### config.mk
export PLATFORM = sky130hd
export DESIGN_NAME = adc_muestreo_serial
export DESIGN_NICKNAME = d
export VERILOG_FILES = /design/src/rtl/adc_muestreo_serial_pkg.sv /design/src/rtl/adc_muestreo_serial_gen_sclk_tick.sv /design/src/rtl/adc_muestreo_serial.sv
export SDC_FILE = /design/constraint.sdc
export NUM_CORES = 1
export LEC_CHECK = 0
export ABC_AREA = 1
export CORE_MARGIN = 5
export CORE_UTILIZATION = 40
export DETAILED_ROUTE_END_ITERATION = 7
export SYNTH_ARGS = -nofsm -noshare
export SYNTH_HDL_FRONTEND = slang
export SYNTH_SLANG_ARGS = --single-unit
### constraint.sdc
create_clock -name clk -period 2.31 [get_ports clk]
set_input_delay 0.462 -clock clk [delete_from_list [all_inputs] [get_ports clk]]
set_output_delay 0.462 -clock clk [all_outputs]
set_load 0.1 [all_outputs]
### src/rtl/adc_muestreo_serial_pkg.sv
// ---------------------------------------------------------------------------
// adc_muestreo_serial_pkg : audio-path constants and ADC read-frame states
// Rev 1.0
// ---------------------------------------------------------------------------
`default_nettype none

package adc_muestreo_serial_pkg;

  localparam int CLK_HZ      = 100_000_000;
  localparam int FS_DIV_HALF = 1134;
  localparam int FRAME_BITS  = 16;
  localparam int DATA_W      = 12;

  localparam logic [1:0] IDLE  = 2'd0;
  localparam logic [1:0] SETUP = 2'd1;
  localparam logic [1:0] SHIFT = 2'd2;
  localparam logic [1:0] DONE  = 2'd3;

  typedef enum logic [1:0] {
    ST_IDLE  = IDLE,
    ST_SETUP = SETUP,
    ST_SHIFT = SHIFT,
    ST_DONE  = DONE
  } state_e;

endpackage

`default_nettype wire

### src/rtl/adc_muestreo_serial_gen_sclk_tick.sv
// ---------------------------------------------------------------------------
// gen_sclk_tick : enable-gated counter, one-cycle tick every SCLK_DIV cycles
// Rev 1.0
// ---------------------------------------------------------------------------
`default_nettype none

module gen_sclk_tick #(
  parameter int SCLK_DIV = 4
) (
  input  logic clk,
  input  logic reset,
  input  logic en,
  output logic tick
);

  localparam logic [3:0] C_LAST = 4'(SCLK_DIV - 1);

  logic [3:0] cnt_q;
  logic [3:0] cnt_d;

  always_comb begin
    cnt_d = 4'd0;
    if (en && (cnt_q != C_LAST)) cnt_d = cnt_q + 4'd1;
  end

  assign tick = en && (cnt_q == C_LAST);

  always_ff @(posedge clk or negedge reset) begin
    if (!reset) cnt_q <= 4'd0;
    else        cnt_q <= cnt_d;
  end

endmodule

`default_nettype wire

### src/rtl/adc_muestreo_serial.sv
// ---------------------------------------------------------------------------
// adc_muestreo_serial : one SPI read of a 12-bit ADC per rising s_clk edge
// Rev 1.0
// ---------------------------------------------------------------------------
`default_nettype none

module adc_muestreo_serial
  import adc_muestreo_serial_pkg::*;
#(
  parameter int SCLK_DIV   = 4,
  parameter int FRAME_BITS = adc_muestreo_serial_pkg::FRAME_BITS,
  parameter int DATA_W     = adc_muestreo_serial_pkg::DATA_W
) (
  input  logic              clk,
  input  logic              reset,
  input  logic              s_clk,
  input  logic              sdata,
  output logic              cs_n,
  output logic              sclk,
  output logic [DATA_W-1:0] sample,
  output logic              sample_valid,
  output logic              overrun
);

  localparam logic [4:0] C_LAST_BIT = 5'(FRAME_BITS - 1);

  state_e              state_q, state_d;
  logic                s_q_q, s_q_d;
  logic                cs_n_q, cs_n_d;
  logic                sclk_q, sclk_d;
  logic [DATA_W-1:0]   shift_q, shift_d;
  logic [4:0]          bit_cnt_q, bit_cnt_d;
  logic [DATA_W-1:0]   sample_q, sample_d;
  logic                valid_q, valid_d;
  logic                overrun_q, overrun_d;

  logic                start;
  logic                tick_en;
  logic                tick;

  assign start   = s_clk & ~s_q_q;
  assign tick_en = (state_q == ST_SETUP) || (state_q == ST_SHIFT);

  gen_sclk_tick #(
    .SCLK_DIV (SCLK_DIV)
  ) u_tick (
    .clk   (clk),
    .reset (reset),
    .en    (tick_en),
    .tick  (tick)
  );

  always_comb begin
    state_d   = state_q;
    s_q_d     = s_clk;
    cs_n_d    = cs_n_q;
    sclk_d    = sclk_q;
    shift_d   = shift_q;
    bit_cnt_d = bit_cnt_q;
    sample_d  = sample_q;
    valid_d   = 1'b0;
    overrun_d = overrun_q;

    case (state_q)
      ST_IDLE: begin
        cs_n_d = 1'b1;
        sclk_d = 1'b1;
        if (start) begin
          state_d   = ST_SETUP;
          cs_n_d    = 1'b0;
          shift_d   = '0;
          bit_cnt_d = 5'd0;
        end
      end
      ST_SETUP: begin
        if (tick) state_d = ST_SHIFT;
      end
      ST_SHIFT: begin
        if (tick) begin
          sclk_d = ~sclk_q;
          // Capture on the low-to-high sclk transition; the leading bits fall off the top.
          if (!sclk_q) begin
            shift_d   = {shift_q[DATA_W-2:0], sdata};
            bit_cnt_d = bit_cnt_q + 5'd1;
            if (bit_cnt_q == C_LAST_BIT) state_d = ST_DONE;
          end
        end
      end
      ST_DONE: begin
        cs_n_d   = 1'b1;
        sclk_d   = 1'b1;
        sample_d = shift_q;
        valid_d  = 1'b1;
        state_d  = ST_IDLE;
      end
      default: state_d = ST_IDLE;
    endcase

    if (start && (state_q != ST_IDLE)) overrun_d = 1'b1;
  end

  always_ff @(posedge clk or negedge reset) begin
    if (!reset) begin
      state_q   <= ST_IDLE;
      s_q_q     <= 1'b0;
      cs_n_q    <= 1'b1;
      sclk_q    <= 1'b1;
      shift_q   <= '0;
      bit_cnt_q <= 5'd0;
      sample_q  <= '0;
      valid_q   <= 1'b0;
      overrun_q <= 1'b0;
    end else begin
      state_q   <= state_d;
      s_q_q     <= s_q_d;
      cs_n_q    <= cs_n_d;
      sclk_q    <= sclk_d;
      shift_q   <= shift_d;
      bit_cnt_q <= bit_cnt_d;
      sample_q  <= sample_d;
      valid_q   <= valid_d;
      overrun_q <= overrun_d;
    end
  end

  assign cs_n         = cs_n_q;
  assign sclk         = sclk_q;
  assign sample       = sample_q;
  assign sample_valid = valid_q;
  assign overrun      = overrun_q;

endmodule

`default_nettype wire

## Word-level counts from Yosys, hierarchy flattened

Index checks and enable logic that the tools add are counted.

| word-level totals | value |
|---|---|
| logic and storage cells | 59 |
| output and inout port bits | 16 |
| bits in registers | 40 |

| operators by class | value |
|---|---|
| multiplexer cells | 20 |
| bitwise logic cells | 3 |
| equal/unequal tests | 11 |
| add/sub/neg operators | 2 |
| reductions and logical operators | 13 |

Operators with widths:

| cell | count |
|---|---|
| $mux 12 | 3 |
| $pmux 12 s2 | 1 |
| $mux 5 | 3 |
| $mux 2 | 5 |
| $pmux 5 s2 | 1 |
| $ne 2x2->1 const B | 4 |
| $pmux 2 s4 | 1 |
| $reduce_bool 2->1 | 4 |
| $add 5x1->5 const B | 1 |
| $eq 5x4->1 const B | 1 |
| $reduce_and 5->1 | 1 |
| $add 4x1->4 const B | 1 |
| $eq 2x2->1 const B | 2 |
| $eq 4x2->1 const B | 1 |
| $mux 4 | 1 |
| $ne 4x2->1 const B | 1 |
| $pmux 1 s2 | 2 |
| $reduce_and 4->1 | 1 |
| $logic_and 1x1->1 | 3 |
| $mux 1 | 3 |
| $eq 2x1->1 const B | 1 |
| $logic_not 2->1 | 1 |
| $ne 2x1->1 const B | 1 |
| $not 1->1 | 2 |
| other kinds (4) | 4 |

## Longest topological paths before layout

Gate-level depths: netlist of run 1.

| logic depth | value |
|---|---|
| word-level depth | 5 |
| depth in mapped cells | 9 |
| depth with buffers taken out | 9 |

## By module

Synthesis of run 1 repeated with hierarchy kept, for this count alone.

| second synthesis, totals | value |
|---|---|
| cells, all modules | 190 |
| area, all modules | 1720.4 um^2 |

By module, submodules not included:

| module | area each (um^2) | seq. area each (um^2) | instances | cells each |
|---|---|---|---|---|
| adc_muestreo_serial | 1531.5 | 903.4 | 1 | 169 |
| gen_sclk_tick | 188.9 | 100.1 | 1 | 21 |

## Worst setup path after synthesis of run 1

No wires, ideal clock.

| timing path | value |
|---|---|
| path type | register to register |
| from | register sclk_q, in the netlist sclk |
| to | register bit_cnt_q[1] |
| arrival time | 1.426 ns |
| stages on the path, launching flop included | 7 |
| path buffers | 1 |
| period minus slack after synthesis | 1.542 ns |
| setup slack | 0.768 ns |
| data required time | 2.193 ns |
| cells stage by stage | dfstp_2 > nand2_2 > nand2_2 > inv_1 > buf_6 > nand3_1 > nand2_1 |

| between the ends | value |
|---|---|
| cells in the longest elaborated chain, start to end | 2 |

Ends and longest elaborated chain:

| what | RTL line | RTL |
|---|---|---|
| start: declaration | adc_muestreo_serial.sv:30 | `logic sclk_q, sclk_d;` |
| start signal: assignment | adc_muestreo_serial.sv:117 | `sclk_q <= sclk_d;` |
| $ne 2x2->1 (no source line) | -- |  |
| $reduce_and 4->1 (no source line) | -- |  |
| end signal: assignment | adc_muestreo_serial.sv:119 | `bit_cnt_q <= bit_cnt_d;` |
| end: declaration | adc_muestreo_serial.sv:32 | `logic [4:0] bit_cnt_q, bit_cnt_d;` |

Every way passes these cells.
A chain may end at the register's enable or synchronous reset.

## Final worst setup path of run 1

| timing path | value |
|---|---|
| from | register state_q[0] |
| to | register shift_q[5] |

| between the ends | value |
|---|---|
| cells in the longest elaborated chain, start to end | 5 |

Ends and longest elaborated chain:

| what | RTL line | RTL |
|---|---|---|
| start: declaration | adc_muestreo_serial.sv:27 | `state_e state_q, state_d;` |
| start signal: assignment | adc_muestreo_serial.sv:114 | `state_q <= state_d;` |
| $eq 2x1->1 / $eq 2x2->1 (equally long branches) | adc_muestreo_serial.sv:42, adc_muestreo_serial.sv:64 |  |
| $logic_or 1x1->1 | adc_muestreo_serial.sv:42 | `assign tick_en = (state_q == ST_SETUP) \|\| (state_q == ST_SHIFT);` |
| $logic_and 1x1->1 | adc_muestreo_serial_gen_sclk_tick.sv:26 | `assign tick = en && (cnt_q == C_LAST);` |
| $ne 2x2->1 (no source line) | -- |  |
| $reduce_and 4->1 (no source line) | -- |  |
| end signal: assignment | adc_muestreo_serial.sv:118 | `shift_q <= shift_d;` |
| end: declaration | adc_muestreo_serial.sv:31 | `logic [DATA_W-1:0] shift_q, shift_d;` |

Several ways; a longest one is shown, not always the timed one.

==> results.md, run 1 <==
- Chip Width: a little under 80 microns
- Post-CTS Setup Bufs: 0
- Post-route DRC: 0
- Iteration-0 DRC Markers: 90
- Tmin final: about 1.7 ns
- F_max: between 0.5 and 0.6 GHz
- Kind of critical path: register to register
- R2R Setup Slk: ~0.63 ns
- Clk buf depth: 2
- Initial antenna violation count: 0
- Final Hold Viols: 0
- Ys Warns: 0
- Syn-to-layout area delta: 15.71%
- Critical Path Fanout Max: 14
- Layout cells sized above 1: roughly a fifth
- Number of I/O port buffers: 19
- CP Launch Type: register
- CTS resizes: 0
- Rows: 24
- RePlAce Congestion: between 0.7 and 0.8
- Final WS setup: approximately 0.63 ns
- TritonCTS buffer count: 5
- Area share of fa/ha/maj cells after synthesis: around 5.5%
- Syn Nets: approximately 220
- CTS sink count: 40
- First-pass iteration count of the detailed router: 4
- Compound-Gate Fraction of Synth Area: under 10%
- Simple-gate share of the synthesized area: 32.12%
- RSZ-0062 raised after global routing: false
- Vias in the first global route: about 1.3k
- Status: finished clean
- Total grt overflow: 0
- ANT nets after route: 0
- Filler cells: 433
- Pwr Density: around 1000 nW/um^2
- Setup violators final: 0
- Worst-path clk slew: 0.08 ns
- Worst vdd ir: 0.0004096 V
- Nets: around 240
- Clk_lat worst skew: between 0.2 and 0.3 ns
- Drt via density: roughly 4.7
- WP data required: 2.49 ns
- Reg2reg start: state_q[0]
- Wire per inst: about 12 microns
- H-Tree Depth: 2
- Routed WL: approximately 3400 microns
- Die height: slightly below 80 microns
- Detailed Place HPWL: approximately 2300 microns
- Sequential element share of the synthesized area: roughly 55%
- Leakage: ~1.1 nW
- Max_slew headroom: between 60% and 70%
- Die area: between 5000 and 6000 sq um
- Vias: 1309
- R2r endpoint: shift_q[5]
- Largest family of logic cells by synthesized area: simple AND/OR/NAND/NOR gates
- Worst Skew: 0.003738 ns
- Initial Util: about two fifths
- CP endpoint kind: register
- Crit path launch: state_q[0]
- TritonCTS clock tree: built
- Largest net degree at the start of global routing: 25
- Avg Cell Area, Syn: ~8.9 sq um
- Post-synth cell types: 23
- DP Worst Slack: roughly 0.47 ns
- Post-Syn Area: 1815 sq um
- Root buf cell: clkbuf_8
- CP arrival: roughly 1.9 ns
- R2R depth: 7
- Hold Path Class: primary input to async pin
- Critical Path End: shift_q[5]
- Max-Cap Viols: 0
- # diodes: 0
- Tightest Pin Transition: 0.5346 ns
- Setup TNS: 0 ns
- Core box area: between 4000 and 5000 sq um
- Mux cell area share after synthesis: 0%
- Tot GR Track Use: between 10% and 20%
- Fin crit share: between 70% and 80%
- Slew Viols, Final: 0
- Io pins: 20
- Hold-fix buffers at CTS: 0
- Xor-xnor portion of the synthesized cell area: 0%
- First-pass GRT wire length: between 6000 and 7000 microns
- Post-Synthesis Cells: 203
- Flops & latches, synth: 40
-- layer usage --
layer  track usage [%]  wire length, microns  vias to the layer above
met2             18.43                  1494                       18
met5                 0                     0                        -
met3             3.472                   124                        5
met4             5.155                    71                        0
met1             16.99                  1669                      601
li1                  -                     -                      685
-- synthesized netlist by cell type (all sizes together) --
master / number / area, sq um
a21oi: 2 / 10.01
nand3b: 2 / 15.01
inv: 11 / 41.29
o21ai: 5 / 25.02
nand4: 1 / 6.260
nor2: 14 / 70.07
nand3: 20 / 105.1
nor3b: 1 / 7.510
o21bai: 1 / 7.510
dfstp: 2 / 52.55
dfrtp: 38 / 950.9
buf: 3 / 37.53
or2: 3 / 18.77
clkbuf: 2 / 7.510
nand2: 90 / 360.3
ha: 8 / 100.1
-- per-stage QoR --
step / area [sq um] / util [%] / std cells / hold WS (ns) / total power [mW]
after CTS: 2101 / 47.92 / 280 / 0.1610 / 2.147
after detailed placement: 2003 / 45.69 / 272 / 0.4575 / 1.650
after global routing: 2101 / 47.92 / 280 / 0.1946 / 2.273
final: 2101 / 47.92 / 280 / 0.1472 / 2.120
after floorplan: 1815 / - / 203 / 0.1664 / 1.529
after global placement: 2003 / 45.69 / 272 / 0.4541 / 1.645
-- power breakdown --
part	internal (mW)	switching (mW)	leakage [nW]
clock	0.242	0.251	0.0434
sequential	0.770	0.0472	0.538
combinational	0.210	0.601	0.552
-- critical path, stage by stage, from the launching register on --
cell     delay (ns)
dfrtp_1        0.42
inv_1          0.12
ha_1           0.36
nand2_2        0.10
nand2_2        0.12
inv_1          0.22
nand3_1        0.15
nand2_1        0.07
-- kinds of logic (layout without fill, tap and decap cells) --
group / Yosys count / in the layout
AO/OA/AOI/OAI: 8 / 8
adder cells (fa/ha/maj): 8 / 8
buffers and inverters: 16 / 41
flip-flops: 40 / 40
AND/OR/NAND/NOR: 131 / 131
-- cell type report --
class                   instances  area (sq um)  share of cell area (%)
flip-flops and latches         40          1003                   47.77
multi-input cells             147         725.7                   34.54
repair buffers                 22         167.7                   7.981
clock buffers                   6         82.58                   3.931
well taps                      52         65.06                   3.097
inverters                      11         41.29                   1.965
clock inverters                 2         15.01                  0.7147
-- registers in the layout, summed over array words and instances (netlist names) --
signal and cells:
state_q 2, cs_n 1, bit_cnt_q 5, sclk 1
sample 12, overrun 1, shift_q 12, s_q_q 1
u_tick.cnt_q 4, sample_valid 1
-- worst min path at each step --
stage / cells past startpoint / slack (ns) / to
after floorplan: 0 / 0.17 / bit_cnt_q[0]
after detailed placement: 1 / 0.46 / u_tick.cnt_q[0]
final: 1 / 0.15 / u_tick.cnt_q[0]
after CTS: 1 / 0.16 / sample[5]
after global routing: 1 / 0.19 / shift_q[4]
after global placement: 1 / 0.45 / u_tick.cnt_q[0]
-- cells in the final DEF (no fill, tap or decap), drive strengths merged --
cell and instances:
nand3b 2, nand3 20, or2 3, nor2 14, o21ai 5, ha 8
clkinvlp 2, nor3b 1, o21bai 1, buf 20, nand2 90, dfrtp 38
nand4 1, inv 11, a21oi 2, dfstp 2, clkdlybuf4s50 2, clkbuf 6
Note: power is estimated with default switching activity, not from simulation.
==> run 2, diff against run 1 <==
==> constraint.sdc (replaced) <==
create_clock -name clk -period 1.7 [get_ports clk]
set_input_delay 0.34 -clock clk [delete_from_list [all_inputs] [get_ports clk]]
set_output_delay 0.34 -clock clk [all_outputs]
set_load 0.1 [all_outputs]
==> run 2 against run 1 <==
  * Routed wire length down 0.48%
  * Sequential power up 37%
  * Non-clock buffer count up 2
  * Worst hold slack worse by 0.049 ns
  * Clock-buffer cell count down 1
  * Critical endpoint is now bit_cnt_q[4]
  * Critical path depth up 1
==> results.md, run 2 (synthesis results as in run 1) <==
- Slew Viols, Final: 0
- Layout cells sized above 1: 19.21%
- First-pass GRT wire length: around 6000 microns
- CTS sink count: 40
- ANT nets after route: 0
- WP data required: approximately 1.9 ns
- Nets: 241
- Slowest-stage cell, CP: dfrtp_1
- Iteration-0 DRC Markers: between 80 and 90
- Core box area: ~4400 sq um
- Worst Skew: a little under 0.006 ns
- Root buf cell: clkbuf_8
- Wire per inst: 11.90 microns
- Critical path's largest stage delay: around 0.42 ns
- Critical Path Fanout Max: 14
- RePlAce Congestion: 0.7814
- GRT met2 Usage: a little under a fifth
- TritonCTS buffer count: 5
- Drt via density: 4.744
- Total grt overflow: 0
- CP Launch Type: register
- Tot GR Track Use: roughly 12%
- M3 GR Usage: 3.935%
- Kind of critical path: register to register
- CTS resizes: 0
- Status: finished clean
- Final Hold Viols: 0
- Routed WL: approximately 3300 microns
- Crit path cell chain: inv_1 -> ha_1 -> nand2_2 -> nand2_2 -> inv_1 -> buf_12 -> nand3b_1 -> nand2_1
- Filler cells: a little under 400
- Met1 global-route usage: approximately 16%
- Rows: 24
- RSZ-0062 raised after global routing: false
- F_max: between 0.6 and 0.7 GHz
- Gr busiest metal: met2
- Number of I/O port buffers: 19
- TritonCTS clock tree: built
- CP arrival: roughly 1.7 ns
- Clk_lat worst skew: between 0.2 and 0.3 ns
- Max_slew headroom: 65.90%
- Die height: a little under 80 microns
- Syn-to-layout area delta: 28.05%
- DP Area: approximately 2200 sq um
- R2R Setup Slk: between 0.1 and 0.15 ns
- Io pins: 20
- Detailed Place HPWL: around 2300 microns
- Post-route cell area: roughly 2300 sq um
- Leakage: about 1.2 nW
- Vias: 1333
- Worst vdd ir: 0.0005985 V
- Setup violators final: 0
- Max-Cap Viols: 0
- Hold Path Class: primary input to async pin
- Post-layout util: a little over half
- Tmin final: roughly 1.6 ns
- Vias in the first global route: around 1.3k
- Reg2reg start: state_q[0]
- H-Tree Depth: 2
- Fin crit share: 91.18%
- Worst-path clk slew: around 0.080 ns
- Worst hold slack: 0.09813 ns
- R2r endpoint: bit_cnt_q[4]
- Most frequent cells in the layout: nand2_1 (85), dfrtp_1 (38), nand3_1 (19)
- First-pass iteration count of the detailed router: 4
- Pwr Density: between 1000 and 1500 nW/um^2
- Die area: roughly 6000 sq um
- Power Total: approximately 3.0 mW
- Chip Width: between 70 and 80 microns
- Largest net degree at the start of global routing: between 40 and 50
- Most common cell after layout, fill and taps aside: nand2_1
- Initial Util: between 40% and 50%
- CP endpoint kind: register
- Setup TNS: 0 ns
- R2R depth: 8
- Tightest Pin Transition: slightly above 0.5 ns
- Initial antenna violation count: 0
- Post-route DRC: 0
- # diodes: 0
- Clk buf depth: 2
## run 2: area by class of cell
class                   count  area, sq um  share of cell area (%)
clock buffers               5        68.82                   2.960
clock inverters             2        12.51                  0.5382
inverters                  11        41.29                   1.776
multi-input cells         147        725.7                   31.22
flip-flops and latches     40         1003                   43.16
well taps                  52        65.06                   2.799
repair buffers             24        407.9                   17.55
## run 2: power by group
part	switching, mW	total, mW	internal (mW)
logic	0.831	1.26	0.433
clock network	0.324	0.602	0.278
registers	0.0766	1.12	1.05
total	1.23	2.99	1.76
## run 2: what timing repair did
item	in CTS	in global routing
setup endpoints to repair	0	5
setup buffers	0	1
hold endpoints to repair	0	0
hold buffers	0	0
## run 2: worst max-delay path by stage
stage / start / to / slack (ns) / cells after the start
final: state_q[0] / bit_cnt_q[4] / 0.15 / 8
after global routing: state_q[0] / state_q[0] / 0.008 / 8
after CTS: state_q[0] / shift_q[1] / 0.09 / 6
after detailed placement: s_clk / bit_cnt_q[1] / 0.08 / 8
after global placement: s_clk / bit_cnt_q[3] / 0.10 / 8
after floorplan: sclk / bit_cnt_q[1] / 0.16 / 6
## run 2: stage by stage
stage,worst slack [ns],cells
CTS,0.09003,280
global route,0.008177,281
detailed placement,0.07589,273
floorplan,0.1578,203
global placement,0.1027,273
finish,0.1500,281
## run 2: critical path: cells and delay by family (launching register included)
| kind | cells | cell delay, ns |
|---|---|---|
| fa+ha+maj | 1 | 0.34 |
| buf+inv | 3 | 0.34 |
| simple gates | 4 | 0.35 |
| flops | 1 | 0.42 |
## run 2: routing by layer
metal | vias to the layer above | share of wire, %
met5 | - | 0
met4 | 0 | 2.4
met3 | 6 | 4.8
met2 | 26 | 46
met1 | 610 | 47
li1 | 691 | -
==> run 3, diff against run 2 <==
--- a/config.mk
+++ b/config.mk
@@ -9,6 +9,7 @@
 export CORE_MARGIN = 5
 export CORE_UTILIZATION = 40
 export DETAILED_ROUTE_END_ITERATION = 7
+export MAX_ROUTING_LAYER = met4
 export SYNTH_ARGS = -nofsm -noshare
 export SYNTH_HDL_FRONTEND = slang
 export SYNTH_SLANG_ARGS = --single-unit
==> run 3 against run 2 <==
  * Sequential power about the same
  * Design area is the same
  * Register-to-register slack is essentially flat
  * Total power about the same
  * Largest cell class unchanged
  * Critical path type unchanged
  * Clock power barely moved
  * Combinational power is essentially flat
  * Clock-buffer cell count did not move
  * Critical path depth is the same
==> results.md, run 3 (synthesis results as in run 1) <==
- Status: finished clean
- Die height: 77.37 microns
- TritonCTS buffer count: 5
- H-Tree Depth: 2
- Critical Path Fanout Max: 14
- Io pins: 20
- Initial Util: approximately two fifths
- R2r endpoint: bit_cnt_q[4]
- R2R Setup Slk: 0.15 ns
- Detailed Place HPWL: roughly 2300 microns
- CP endpoint kind: register
- Root buf cell: clkbuf_8
- Reg2reg start: state_q[0]
- Worst vdd ir: around 0.00060 V
- Setup violators final: 0
- Most common cell after layout, fill and taps aside: nand2_1
- Die area: 5986 sq um
- TritonCTS clock tree: built
- ANT nets after route: 0
- Clk buf depth: 2
- # diodes: 0
- Hold-fix buffers at CTS: 0
- Drt via density: ~4.7
- Iteration-0 DRC Markers: 94
- Max-Cap Viols: 0
- Leakage: roughly 1.2 nW
- Final Hold Viols: 0
- Wire per inst: 11.90 microns
- Most frequent cells in the layout: nand2_1 (85), dfrtp_1 (38), nand3_1 (19)
- F_max: about 0.65 GHz
- R2R depth: 8
- Initial antenna violation count: 0
- Pwr Density: 1285 nW/um^2
- Vias in the first global route: between 1k and 1.5k
- Tmin final: about 1.5 ns
- Power Total: roughly 3 mW
- Vias: between 1k and 1.5k
- Rows: 24
- Kind of critical path: register to register
- First-pass iteration count of the detailed router: 4
- CTS sink count: 40
- Hold Path Class: primary input to async pin
- RSZ-0062 raised after global routing: false
- CP Launch Type: register
- Core box area: between 4000 and 5000 sq um
- Total grt overflow: 0
- Fin crit share: between 90 and 100%
- Largest net degree at the start of global routing: 41
- CTS resizes: 0
- Worst Skew: slightly below 0.006 ns
- Nets: approximately 240
- Post-route DRC: 0
- First-pass GRT wire length: 6051 microns
- Tot GR Track Use: about an eighth
- WP data required: 1.89 ns
- Chip Width: about 77 microns
- Routed WL: about 3300 microns
- Clk_lat worst skew: 0.29 ns
- Setup TNS: 0 ns
- RePlAce Congestion: 0.7922
- Worst-path clk slew: about 0.080 ns
- Layout cells sized above 1: between 10% and 20%
- Tightest Pin Transition: about 0.51 ns
- Number of I/O port buffers: 19
- Max_slew headroom: about 66%
- Slew Viols, Final: 0
- Syn-to-layout area delta: 28.05%
- CP arrival: between 1.5 and 2 ns
==> run 3: stage by stage <==
stage	instance area, sq um	instances	utilization (%)	setup slack (ns)	hold WS [ns]
6_report	2325	281	53.03	0.1501	0.09949
5_1_grt	2325	281	53.03	0.008177	0.1462
4_1_cts	2305	280	52.57	0.09003	0.1088
3_5_place_dp	2223	273	50.71	0.07589	0.4295
3_3_place_gp	2223	273	50.71	0.1027	0.4280
2_1_floorplan	1815	203	-	0.1578	0.04441
==> run 3: critical path, cell delays in order (launching register included) <==
cell	delay [ns]
dfrtp_1	0.42
inv_1	0.12
ha_1	0.34
nand2_2	0.10
nand2_2	0.12
inv_1	0.07
buf_12	0.15
nand3b_1	0.08
nand2_1	0.05
==> run 3: worst max-delay path by stage <==
stage                     startpoint      endpoint  slack [ns]  cells after the start
after floorplan                 sclk  bit_cnt_q[1]        0.16                      6
after global placement         s_clk  bit_cnt_q[3]        0.10                      8
after detailed placement       s_clk  bit_cnt_q[1]        0.08                      8
after CTS                 state_q[0]    shift_q[1]        0.09                      6
after global routing      state_q[0]    state_q[0]       0.008                      8
final                     state_q[0]  bit_cnt_q[4]        0.15                      8
==> run 3: report_power, final <==
part | switching, mW | internal, mW | total [mW]
Clock | 0.323 | 0.278 | 0.601
Sequential | 0.0766 | 1.05 | 1.12
Combinational | 0.831 | 0.433 | 1.26
Total | 1.23 | 1.76 | 2.99
==> run 3: layout make-up <==
type / count / area [sq um]
clock buffers: 5 / 68.82
clock inverters: 2 / 12.51
fillers: 397 / 2059
inverters: 11 / 41.29
multi-input cells: 147 / 725.7
flip-flops and latches: 40 / 1003
well taps: 52 / 65.06
repair buffers: 24 / 407.9
==> run 3: timing repair <==
item | in CTS | in global routing
buffers inserted | 0 | 1
hold endpoints to repair | 0 | 0
setup endpoints to repair | 0 | 5
==> run 3: layer usage <==
layer / routed length (microns) / vias up / track usage [%]
met1: 1590 / 610 / 16.22
met3: 157 / 7 / 3.935
li1: - / 691 / -
met2: 1519 / 26 / 18.52
met5: 0 / - / -
met4: 75 / 0 / 6.357
